--- src/rtl/seg7_scan_driver_if.sv ---
// Display-side bundle for seg7_scan_driver: digit word capture inputs and
// the multiplexed common-anode drive outputs.
interface seg7_scan_driver_if #(
    parameter int NUM_DIGITS = 8
);
    logic [4*NUM_DIGITS-1:0] data_in;
    logic [NUM_DIGITS-1:0]   dp_in;
    logic [NUM_DIGITS-1:0]   blank_in;
    logic                    load;
    logic [NUM_DIGITS-1:0]   an;
    logic [6:0]              seg;
    logic                    dp;
    logic                    frame_done;

    modport master (
        output data_in, dp_in, blank_in, load,
        input  an, seg, dp, frame_done
    );

    modport slave (
        input  data_in, dp_in, blank_in, load,
        output an, seg, dp, frame_done
    );
endinterface

--- src/rtl/seg7_scan_driver.sv ---
// Time-multiplexed common-anode seven-segment driver with frame-synchronous
// buffer promotion and blanking dead-time before every digit slot.
module seg7_scan_driver #(
    parameter int NUM_DIGITS = 8,
    parameter int SCAN_DIV   = 100000,
    parameter int DEAD_CYC   = 2
) (
    input  logic                  clk,
    input  logic                  rst_n,
    seg7_scan_driver_if.slave     bus
);
    localparam int CNT_MAX = (SCAN_DIV > DEAD_CYC) ? SCAN_DIV : DEAD_CYC;
    localparam int CW      = (CNT_MAX > 1) ? $clog2(CNT_MAX) : 1;
    localparam int IW      = $clog2(NUM_DIGITS);

    localparam logic [CW-1:0] DEAD_LAST  = CW'(DEAD_CYC - 1);
    localparam logic [CW-1:0] SCAN_LAST  = CW'(SCAN_DIV - 1);
    localparam logic [IW-1:0] DIGIT_LAST = IW'(NUM_DIGITS - 1);

    typedef enum logic [0:0] {BLANK, DRIVE} state_e;

    state_e                  state_q, state_d;
    logic [CW-1:0]           cnt_q, cnt_d;
    logic [IW-1:0]           idx_q, idx_d;
    logic [4*NUM_DIGITS-1:0] pend_data_q, pend_data_d;
    logic [NUM_DIGITS-1:0]   pend_dp_q, pend_dp_d;
    logic [NUM_DIGITS-1:0]   pend_blank_q, pend_blank_d;
    logic [4*NUM_DIGITS-1:0] act_data_q, act_data_d;
    logic [NUM_DIGITS-1:0]   act_dp_q, act_dp_d;
    logic [NUM_DIGITS-1:0]   act_blank_q, act_blank_d;
    logic [NUM_DIGITS-1:0]   an_q, an_d;
    logic [6:0]              seg_q, seg_d;
    logic                    dp_q, dp_d;
    logic                    frame_done_q, frame_done_d;

    function automatic logic [6:0] hex_decode(input logic [3:0] nib);
        logic [6:0] s;
        case (nib)
            4'h0: s = 7'h40;
            4'h1: s = 7'h79;
            4'h2: s = 7'h24;
            4'h3: s = 7'h30;
            4'h4: s = 7'h19;
            4'h5: s = 7'h12;
            4'h6: s = 7'h02;
            4'h7: s = 7'h78;
            4'h8: s = 7'h00;
            4'h9: s = 7'h10;
            4'hA: s = 7'h08;
            4'hB: s = 7'h03;
            4'hC: s = 7'h46;
            4'hD: s = 7'h21;
            4'hE: s = 7'h06;
            default: s = 7'h0E;
        endcase
        return s;
    endfunction

    always_comb begin
        state_d      = state_q;
        cnt_d        = cnt_q;
        idx_d        = idx_q;
        pend_data_d  = pend_data_q;
        pend_dp_d    = pend_dp_q;
        pend_blank_d = pend_blank_q;
        act_data_d   = act_data_q;
        act_dp_d     = act_dp_q;
        act_blank_d  = act_blank_q;
        an_d         = an_q;
        seg_d        = seg_q;
        dp_d         = dp_q;
        frame_done_d = 1'b0;

        if (bus.load) begin
            pend_data_d  = bus.data_in;
            pend_dp_d    = bus.dp_in;
            pend_blank_d = bus.blank_in;
        end

        case (state_q)
            BLANK: begin
                if (cnt_q == DEAD_LAST) begin
                    state_d = DRIVE;
                    cnt_d   = '0;
                    if (!act_blank_q[idx_q]) begin
                        an_d        = '1;
                        an_d[idx_q] = 1'b0;
                        seg_d       = hex_decode(act_data_q[{idx_q, 2'b00} +: 4]);
                        dp_d        = ~act_dp_q[idx_q];
                    end
                end else begin
                    cnt_d = cnt_q + CW'(1);
                end
            end
            DRIVE: begin
                if (cnt_q == SCAN_LAST) begin
                    state_d = BLANK;
                    cnt_d   = '0;
                    an_d    = '1;
                    seg_d   = 7'h7F;
                    dp_d    = 1'b1;
                    if (idx_q == DIGIT_LAST) begin
                        idx_d        = '0;
                        frame_done_d = 1'b1;
                        // A load on the frame-end edge bypasses pending straight into active.
                        act_data_d   = pend_data_d;
                        act_dp_d     = pend_dp_d;
                        act_blank_d  = pend_blank_d;
                    end else begin
                        idx_d = idx_q + IW'(1);
                    end
                end else begin
                    cnt_d = cnt_q + CW'(1);
                end
            end
            default: state_d = BLANK;
        endcase
    end

    always_ff @(posedge clk or negedge rst_n) begin
        if (!rst_n) begin
            state_q      <= BLANK;
            cnt_q        <= '0;
            idx_q        <= '0;
            pend_data_q  <= '0;
            pend_dp_q    <= '0;
            pend_blank_q <= '0;
            act_data_q   <= '0;
            act_dp_q     <= '0;
            act_blank_q  <= '0;
            an_q         <= '1;
            seg_q        <= 7'h7F;
            dp_q         <= 1'b1;
            frame_done_q <= 1'b0;
        end else begin
            state_q      <= state_d;
            cnt_q        <= cnt_d;
            idx_q        <= idx_d;
            pend_data_q  <= pend_data_d;
            pend_dp_q    <= pend_dp_d;
            pend_blank_q <= pend_blank_d;
            act_data_q   <= act_data_d;
            act_dp_q     <= act_dp_d;
            act_blank_q  <= act_blank_d;
            an_q         <= an_d;
            seg_q        <= seg_d;
            dp_q         <= dp_d;
            frame_done_q <= frame_done_d;
        end
    end

    assign bus.an         = an_q;
    assign bus.seg        = seg_q;
    assign bus.dp         = dp_q;
    assign bus.frame_done = frame_done_q;
endmodule

--- src/flat_wrapper.sv ---
// flat-port wrapper written by rule: the top's interface ports become plain ports
module seg7_scan_driver_flat 
#(
    parameter int NUM_DIGITS = 8,
    parameter int SCAN_DIV   = 100000,
    parameter int DEAD_CYC   = 2
)
  (clk, rst_n, bus_data_in, bus_dp_in, bus_blank_in, bus_load, bus_an, bus_seg, bus_dp, bus_frame_done);
  seg7_scan_driver_if #(.NUM_DIGITS(NUM_DIGITS)) bus_i ();
  input  logic clk;
  input  logic rst_n;
  input wire logic [$bits(bus_i.data_in)-1:0] bus_data_in;
  input wire logic [$bits(bus_i.dp_in)-1:0] bus_dp_in;
  input wire logic [$bits(bus_i.blank_in)-1:0] bus_blank_in;
  input wire logic [$bits(bus_i.load)-1:0] bus_load;
  output wire logic [$bits(bus_i.an)-1:0] bus_an;
  output wire logic [$bits(bus_i.seg)-1:0] bus_seg;
  output wire logic [$bits(bus_i.dp)-1:0] bus_dp;
  output wire logic [$bits(bus_i.frame_done)-1:0] bus_frame_done;
  assign bus_i.data_in = bus_data_in;
  assign bus_i.dp_in = bus_dp_in;
  assign bus_i.blank_in = bus_blank_in;
  assign bus_i.load = bus_load;
  assign bus_an = bus_i.an;
  assign bus_seg = bus_i.seg;
  assign bus_dp = bus_i.dp;
  assign bus_frame_done = bus_i.frame_done;
  seg7_scan_driver #(.NUM_DIGITS(NUM_DIGITS), .SCAN_DIV(SCAN_DIV), .DEAD_CYC(DEAD_CYC)) u_core (.clk(clk), .rst_n(rst_n), .bus(bus_i));
endmodule
--- config.mk ---
export PLATFORM = sky130hd
export DESIGN_NAME = seg7_scan_driver_flat
export DESIGN_NICKNAME = d
export VERILOG_FILES = /design/src/rtl/seg7_scan_driver_if.sv /design/src/rtl/seg7_scan_driver.sv /design/src/flat_wrapper.sv
export SDC_FILE = /design/constraint.sdc
export NUM_CORES = 1
export LEC_CHECK = 0
export ABC_CLOCK_PERIOD_IN_PS = 2680
export CAP_MARGIN = 10
export CORE_MARGIN = 3
export CORE_UTILIZATION = 42
export CTS_CLUSTER_DIAMETER = 50
export DETAILED_ROUTE_END_ITERATION = 10
export GPL_ROUTABILITY_DRIVEN = 1
export PLACE_DENSITY_LB_ADDON = 0.12
export SYNTH_ARGS = -nofsm -noshare
export SYNTH_HDL_FRONTEND = slang
export SYNTH_SLANG_ARGS = --single-unit
--- constraint.sdc ---
create_clock -name clk -period 2.68 [get_ports clk]
set_input_delay 0.536 -clock clk [delete_from_list [all_inputs] [get_ports clk]]
set_output_delay 0.536 -clock clk [all_outputs]
set_load 0.01 [all_outputs]
==> results.yml, run 1 <==
power_and_ir_drop:
  power_mw: 4.68
  leakagePower_nw: 3.30
  p_per_area_nw_per_um2: 620
  peakVddDrop_mv: 0.429
setup_path:
  worstSetupPathType: "flop to flop"
  r2r_start: "u_core.idx_q[2]"
  slowest_delay_ns: 0.49
  crit_start: "u_core.idx_q[2]"
  crit_required_ns: 3.02
  cp_top_family: "simple AND/OR/NAND/NOR gates"
  crit_top_cell: "or3b_2"
  worst_path_max_delay_cell: "dfrtp_1"
  cp_max_fo: 10
  path_cells: "buf_4 -> or3b_2 -> a21oi_2 -> a2111oi_1 -> or3b_2 -> a2bb2oi_1"
  critPathArrivalTime_ns: 2.83
  critPathLaunchType: "flop"
  critPathBufInv: 1
  cp-end-kind: "flop"
synthesis:
  synth_cells: 435
  ys_warn_count: 0
  synth_top_area_share_pct: 49.0
  ys_seq_area_share_pct: 56.0
  yosysTopAreaCell: "dfrtp_1"
  synth_area_um2: 6030
  ys_seq_elements: 134
  synthesis.nets: 496
  synth_edf_count: 0
  ys_top_cells_by_area: "dfrtp_1 (49%), mux2_2 (20%), dfstp_2 (7.0%), mux4_2 (3.0%), ha_1 (2.1%)"
  synth_cell_types: 58
  synthFlopType: "dfrtp_1"
  avgSynthCellArea_um2: 13.9
  postSynth.asyncResetShare_pct: 100
final_layout:
  final_util_pct: 54.1
  diodes: 0
  area_growth_pct: 25.2
  final_nets: 578
  drive_above_1_share_pct: 35.3
floorplanning:
  core_area_um2: 13900
  start_util_pct: 43.3
  die_h_um: 126
  die_w_um: 126
  die_area_um2: 15800
  ios: 68
  rows: 43
routing:
  vias_per_cell: 5.17
  drt_iter0_drc: 166
  dr_total_vias: 3671
  ant_nets: 0
  drcViolationCount: 0
  wirelength_um: 11700
  dr.pass1.iters: 4
  wl_per_cell_um: 16.4
global_routing:
  met2_usage_pct: 25.0
  grt_max_degree: 50
  track_usage_pct: 15.6
  antenna_found_initial: 0
  first_global_vias: 3924
  gr-usage-met1_pct: 20.3
  gr-max-usage-layer: "met2"
  use_met3_pct: 4.66
  grt_overflow: 0
  grt_pass1_wl_um: 19600
timing:
  finalSetupTns_ns: 0
  holdWs_ns: 0.0477
  relSlewSlack_pct: 58.8
  period_minus_slack_ns: 2.49
  finalHoldViolCount: 0
  final_max_slew_viol_count: 0
  finalCritPeriodShare_pct: 93.1
  postLayoutSetupSlackWorst_ns: 0.186
  rsz0062_at_grt: "yes"
  setup_violations: 0
  tightest_slew_ns: 0.616
  fin_skew_ns: 0.00564
  fmax_mhz: 401
min_path:
  min_path_type: "input port to asynchronous set/reset pin"
clock_network:
  clock_latency_ns: 0.41
  clkSinkCount: 134
  htreeDepth: 4
  cts-root-buf: "clkbuf_16"
  cts_buffer_depth: 2
  clk_pin_slew_ns: 0.06
  cts_tree: "yes"
  numCtsBuffers: 17
  post_cts_buffers: 0
outcome:
  status: "completed"
run:
  drv_cap: 0
placed_design:
  hpwlAfterDp_um: 7950
  place_congestion: 0.816
  io_buffer_count: 67
  pre_cts_ws_ns: 0.101
==> flip-flops by register name, indices dropped and copies added (netlist names), 8 cells and up <==
signal               cells
u_core.act_data_q       32
u_core.bus.an            8
u_core.pend_blank_q      8
u_core.act_blank_q       8
u_core.pend_data_q      32
u_core.act_dp_q          8
u_core.pend_dp_q         8
u_core.cnt_q            17
==> cell usage after synthesis (4+ instances only) <==
| cell | number |
|---|---|
| dfrtp_1 | 118 |
| mux2_2 | 105 |
| nand2_1 | 26 |
| dfstp_2 | 16 |
| nor2_1 | 16 |
| ha_1 | 10 |
| mux2i_1 | 9 |
| mux4_2 | 8 |
| xnor2_1 | 8 |
| inv_1 | 7 |
| nand3_1 | 7 |
| xor2_1 | 7 |
| and3_1 | 6 |
| buf_4 | 6 |
| clkbuf_1 | 5 |
| nor2b_1 | 5 |
| buf_2 | 4 |
| nor3_1 | 4 |
| nor4_1 | 4 |
==> final cells by class <==
type / count / area (µm²)
Sequential cell: 134 / 3370
Tap cell: 180 / 225
Timing Repair Buffer: 83 / 821
Fill cell: 1150 / 6390
Multi-Input combinational cell: 273 / 2500
Clock inverter: 8 / 95.1
Inverter: 8 / 30.0
Clock buffer: 24 / 502
==> layout by cell type (no fill, tap or decap), types with 4 or more instances in the layout <==
master / count
and3_1: 6
dfrtp_1: 118
dfstp_2: 16
clkdlybuf4s50_1: 65
nor2_1: 16
xnor2_1: 8
ha_1: 10
inv_1: 7
clkbuf_8: 5
nand2_1: 26
mux2i_1: 9
mux2_2: 105
nor3_1: 4
clkinv_2: 4
nor2b_1: 5
clkbuf_16: 17
xor2_1: 7
buf_4: 14
mux4_2: 8
nand3_1: 7
nor4_1: 4
==> worst reg2reg max path, cell delays in order (launching register included) <==
cell	delay, ns
dfrtp_1	0.49
buf_4	0.23
or3b_2	0.48
a21oi_2	0.40
a2111oi_1	0.17
or3b_2	0.48
a2bb2oi_1	0.17
==> worst paths after layout <==
path | endpoint | slack (ns) | cells after the start
setup / recovery | u_core.bus.seg[0] | 0.19 | 6
hold reg to reg | u_core.bus.seg[1] | 0.47 | 2
min in group clk | u_core.bus.seg[1] | 0.47 | 2
max in group asynchronous | u_core.bus.an[3] | 1.94 | 2
hold / removal | u_core.pend_data_q[12] | 0.05 | 1
setup reg to reg | u_core.bus.seg[0] | 0.19 | 6
==> repair_timing <==
action / in CTS / in global routing
endpoints found under the setup margin: 0 / 3
hold buffers: 0 / 0
gates resized for setup: 0 / 2
==> cells by family (layout without fill, tap and decap cells) <==
family                   Yosys count  count (layout)  synth area share, %
flip-flops                       134             134                 56.0
multiplexers                     124             124                 24.7
AND/OR/NAND/NOR                   94              94                 8.68
AO/OA/AOI/OAI                     30              30                 3.80
buffers and inverters             28             123                 2.64
XOR/XNOR                          15              15                 2.18
adder cells (fa/ha/maj)           10              10                 2.08
==> per-layer routing <==
layer | share of wire [%] | vias to the layer above
met5 | 0 | -
met4 | 1.3 | 0
met3 | 3.4 | 12
met2 | 49 | 69
met1 | 46 | 1852
li1 | - | 1738
==> power breakdown <==
group / internal, mW / switching, mW / total (mW)
registers: 2.10 / 0.0164 / 2.11
clock network: 1.49 / 0.839 / 2.33
logic: 0.137 / 0.105 / 0.242
==> per-stage QoR <==
step,area [µm²],instances
3_5_place_dp,6950,678
4_1_cts,7540,710
5_1_grt,7540,710
3_3_place_gp,6950,678
2_1_floorplan,6030,435
6_report,7540,710
No activity file was read; power rests on OpenSTA's default activity.
==> inputs of run 2 (changes only) <==
--- a/config.mk
+++ b/config.mk
@@ -12,6 +12,7 @@
 export CTS_CLUSTER_DIAMETER = 50
 export DETAILED_ROUTE_END_ITERATION = 10
 export GPL_ROUTABILITY_DRIVEN = 1
+export HOLD_SLACK_MARGIN = 0.15
 export PLACE_DENSITY_LB_ADDON = 0.12
 export SYNTH_ARGS = -nofsm -noshare
 export SYNTH_HDL_FRONTEND = slang
==> run 2 against run 1 <==
Against the previous run: clock-buffer cell count stayed put; via count decreased by 0.38%; first-iteration DRC count is 10% lower; critical path type unchanged; critical endpoint is now u_core.bus.seg[3]; routed wire length is 0.21% lower; core utilization grew 0.072 points; fmax up 0.46%; register-to-register slack about the same.
==> results.yml, run 2 (synthesized netlist as in run 1, its figures left out) <==
outcome:
  status: "completed"
timing:
  relSlewSlack_pct: 58.4
  fmax_mhz: 403
  finalHoldViolCount: 0
  finalCritPeriodShare_pct: 92.6
  postLayoutSetupSlackWorst_ns: 0.198
  tightest_slew_ns: 0.623
  rsz0062_at_grt: "yes"
  fin_skew_ns: 0.00564
  period_minus_slack_ns: 2.48
  final_max_slew_viol_count: 0
  setup_violations: 0
  finalSetupTns_ns: 0
power_and_ir_drop:
  peakVddDrop_mv: 0.428
  p_sw_share_pct: 20.5
  seq_power_share_pct: 45.2
  p_per_area_nw_per_um2: 619
  leakagePower_nw: 3.31
  power_switching_mw: 0.958
  combPwrFrac_pct: 5.2
  power_mw: 4.68
  clkPwrFrac_pct: 49.6
  internal-power_mw: 3.72
final_layout:
  layout_commonest_cell: "dfrtp_1"
  multi_input_area_um2: 2500
  drive_above_1_share_pct: 35.2
  top_regs: "u_core.act_data_q: 32 flops, u_core.pend_data_q: 32 flops, u_core.cnt_q: 17 flops"
  final_area_um2: 7550
  fillers: 1149
  final_util_pct: 54.2
  final_nets: 579
  diodes: 0
  final-seq-area_um2: 3370
  area_growth_pct: 25.3
  final_cell_mix: "dfrtp_1 (118), mux2_2 (105), clkdlybuf4s50_1 (65), nand2_1 (26), clkbuf_16 (17)"
routing:
  drcViolationCount: 0
  ant_nets: 0
  vias_per_cell: 5.14
  drt_iter0_drc: 149
  dr_total_vias: 3657
  wirelength_um: 11600
  dr.pass1.iters: 4
  wl_per_cell_um: 16.4
floorplanning:
  rows: 43
  die_w_um: 126
  start_util_pct: 43.3
  die_h_um: 126
  die_area_um2: 15800
  ios: 68
  core_area_um2: 13900
clock_network:
  cts_tree: "yes"
  post_cts_buffers: 0
  cts-root-buf: "clkbuf_16"
  clock_latency_ns: 0.41
  numCtsBuffers: 17
  cts_buffer_depth: 2
  clkSinkCount: 134
  clk_pin_slew_ns: 0.06
  htreeDepth: 4
setup_path:
  critPathArrivalTime_ns: 2.81
  critPathLaunchType: "flop"
  worst_path_max_delay_cell: "mux4_2"
  crit_required_ns: 3.00
  crit_top_cell: "a211oi_1"
  worstSetupPathType: "flop to flop"
  cp-end-kind: "flop"
  cp_max_fo: 5
  path_cells: "mux4_2 -> mux2i_4 -> inv_2 -> ha_1 -> or4_1 -> a211oi_1 -> a211oi_1"
  slowest_delay_ns: 0.56
placed_design:
  dpl-instance-area_um2: 6950
  place_congestion: 0.816
  hpwlAfterDp_um: 7950
  io_buffer_count: 67
  pre_cts_ws_ns: 0.101
global_routing:
  grt_overflow: 0
  first_global_vias: 3930
  antenna_found_initial: 0
  track_usage_pct: 15.6
  grt_max_degree: 50
  grt_pass1_wl_um: 19600
run:
  drv_cap: 0
min_path:
  min_path_type: "flop to flop"
==> run 2: cell count changes in the layout (fill, tap and decap cells not counted), sizes merged <==
cell	previous run	this run
dlygate4sd3	0	1
==> run 2: routing by layer <==
layer  vias to the layer above  global-route usage, %  share of wire [%]
met3                        10                   4.66                3.4
met4                         0                   5.36                1.2
met2                        68                   25.0                 50
met1                      1840                   20.3                 46
li1                       1739                      -                  -
met5                         -                      0                  0
==> run 2: metrics by stage <==
| step | instances | hold slack, ns |
|---|---|---|
| final | 711 | 0.469 |
| after global routing | 711 | 0.493 |
| after CTS | 711 | 0.475 |
| after detailed placement | 678 | 0.468 |
| after global placement | 678 | 0.461 |
| after floorplan | 435 | 0.240 |
==> run 2: what timing repair did <==
| item | 4_1_cts | 5_1_grt |
|---|---|---|
| endpoints found under the setup margin | 0 | 3 |
| gates resized for setup | 0 | 2 |
| endpoints found under the hold margin | 26 | 0 |
| hold buffers | 1 | 0 |
==> run 2: final timing paths <==
path,startpoint,end,slack [ns],cells past startpoint
worst min-delay path,u_core.bus.seg[1],u_core.bus.seg[1],0.47,2
min in group asynchronous,rst_n,u_core.pend_data_q[12],0.60,2
worst max register to register,u_core.idx_q[1],u_core.bus.seg[3],0.20,7
worst max-delay path,u_core.idx_q[1],u_core.bus.seg[3],0.20,7
worst min register to register,u_core.bus.seg[1],u_core.bus.seg[1],0.47,2
max in group asynchronous,rst_n,u_core.bus.an[3],1.39,3
==> run 2: worst max-delay path: cells and delay by family (launching register included) <==
family / cells / cell delay, ns
multiplexers: 2 / 0.81
adder cells (fa/ha/maj): 1 / 0.26
AO/OA/AOI/OAI: 2 / 0.30
flip-flops: 1 / 0.41
buffers and inverters: 1 / 0.09
AND/OR/NAND/NOR: 1 / 0.54
==> run 2: area by class of cell <==
cell class | count | area share [%]
Clock buffer | 24 | 6.64
Clock inverter | 8 | 1.26
Inverter | 8 | 0.397
Multi-Input combinational cell | 273 | 33.1
Sequential cell | 134 | 44.7
Tap cell | 180 | 2.98
Timing Repair Buffer | 84 | 11.0
==> run 2: power groups by stage <==
stage / Sequential (mW) / Combinational [mW] / Clock, mW
2_1_floorplan: 2.14 / 0.0986 / 0
5_1_grt: 2.12 / 0.270 / 2.47
4_1_cts: 2.11 / 0.252 / 2.37
3_5_place_dp: 2.15 / 0.247 / 0
6_report: 2.11 / 0.243 / 2.32
3_3_place_gp: 2.15 / 0.244 / 0
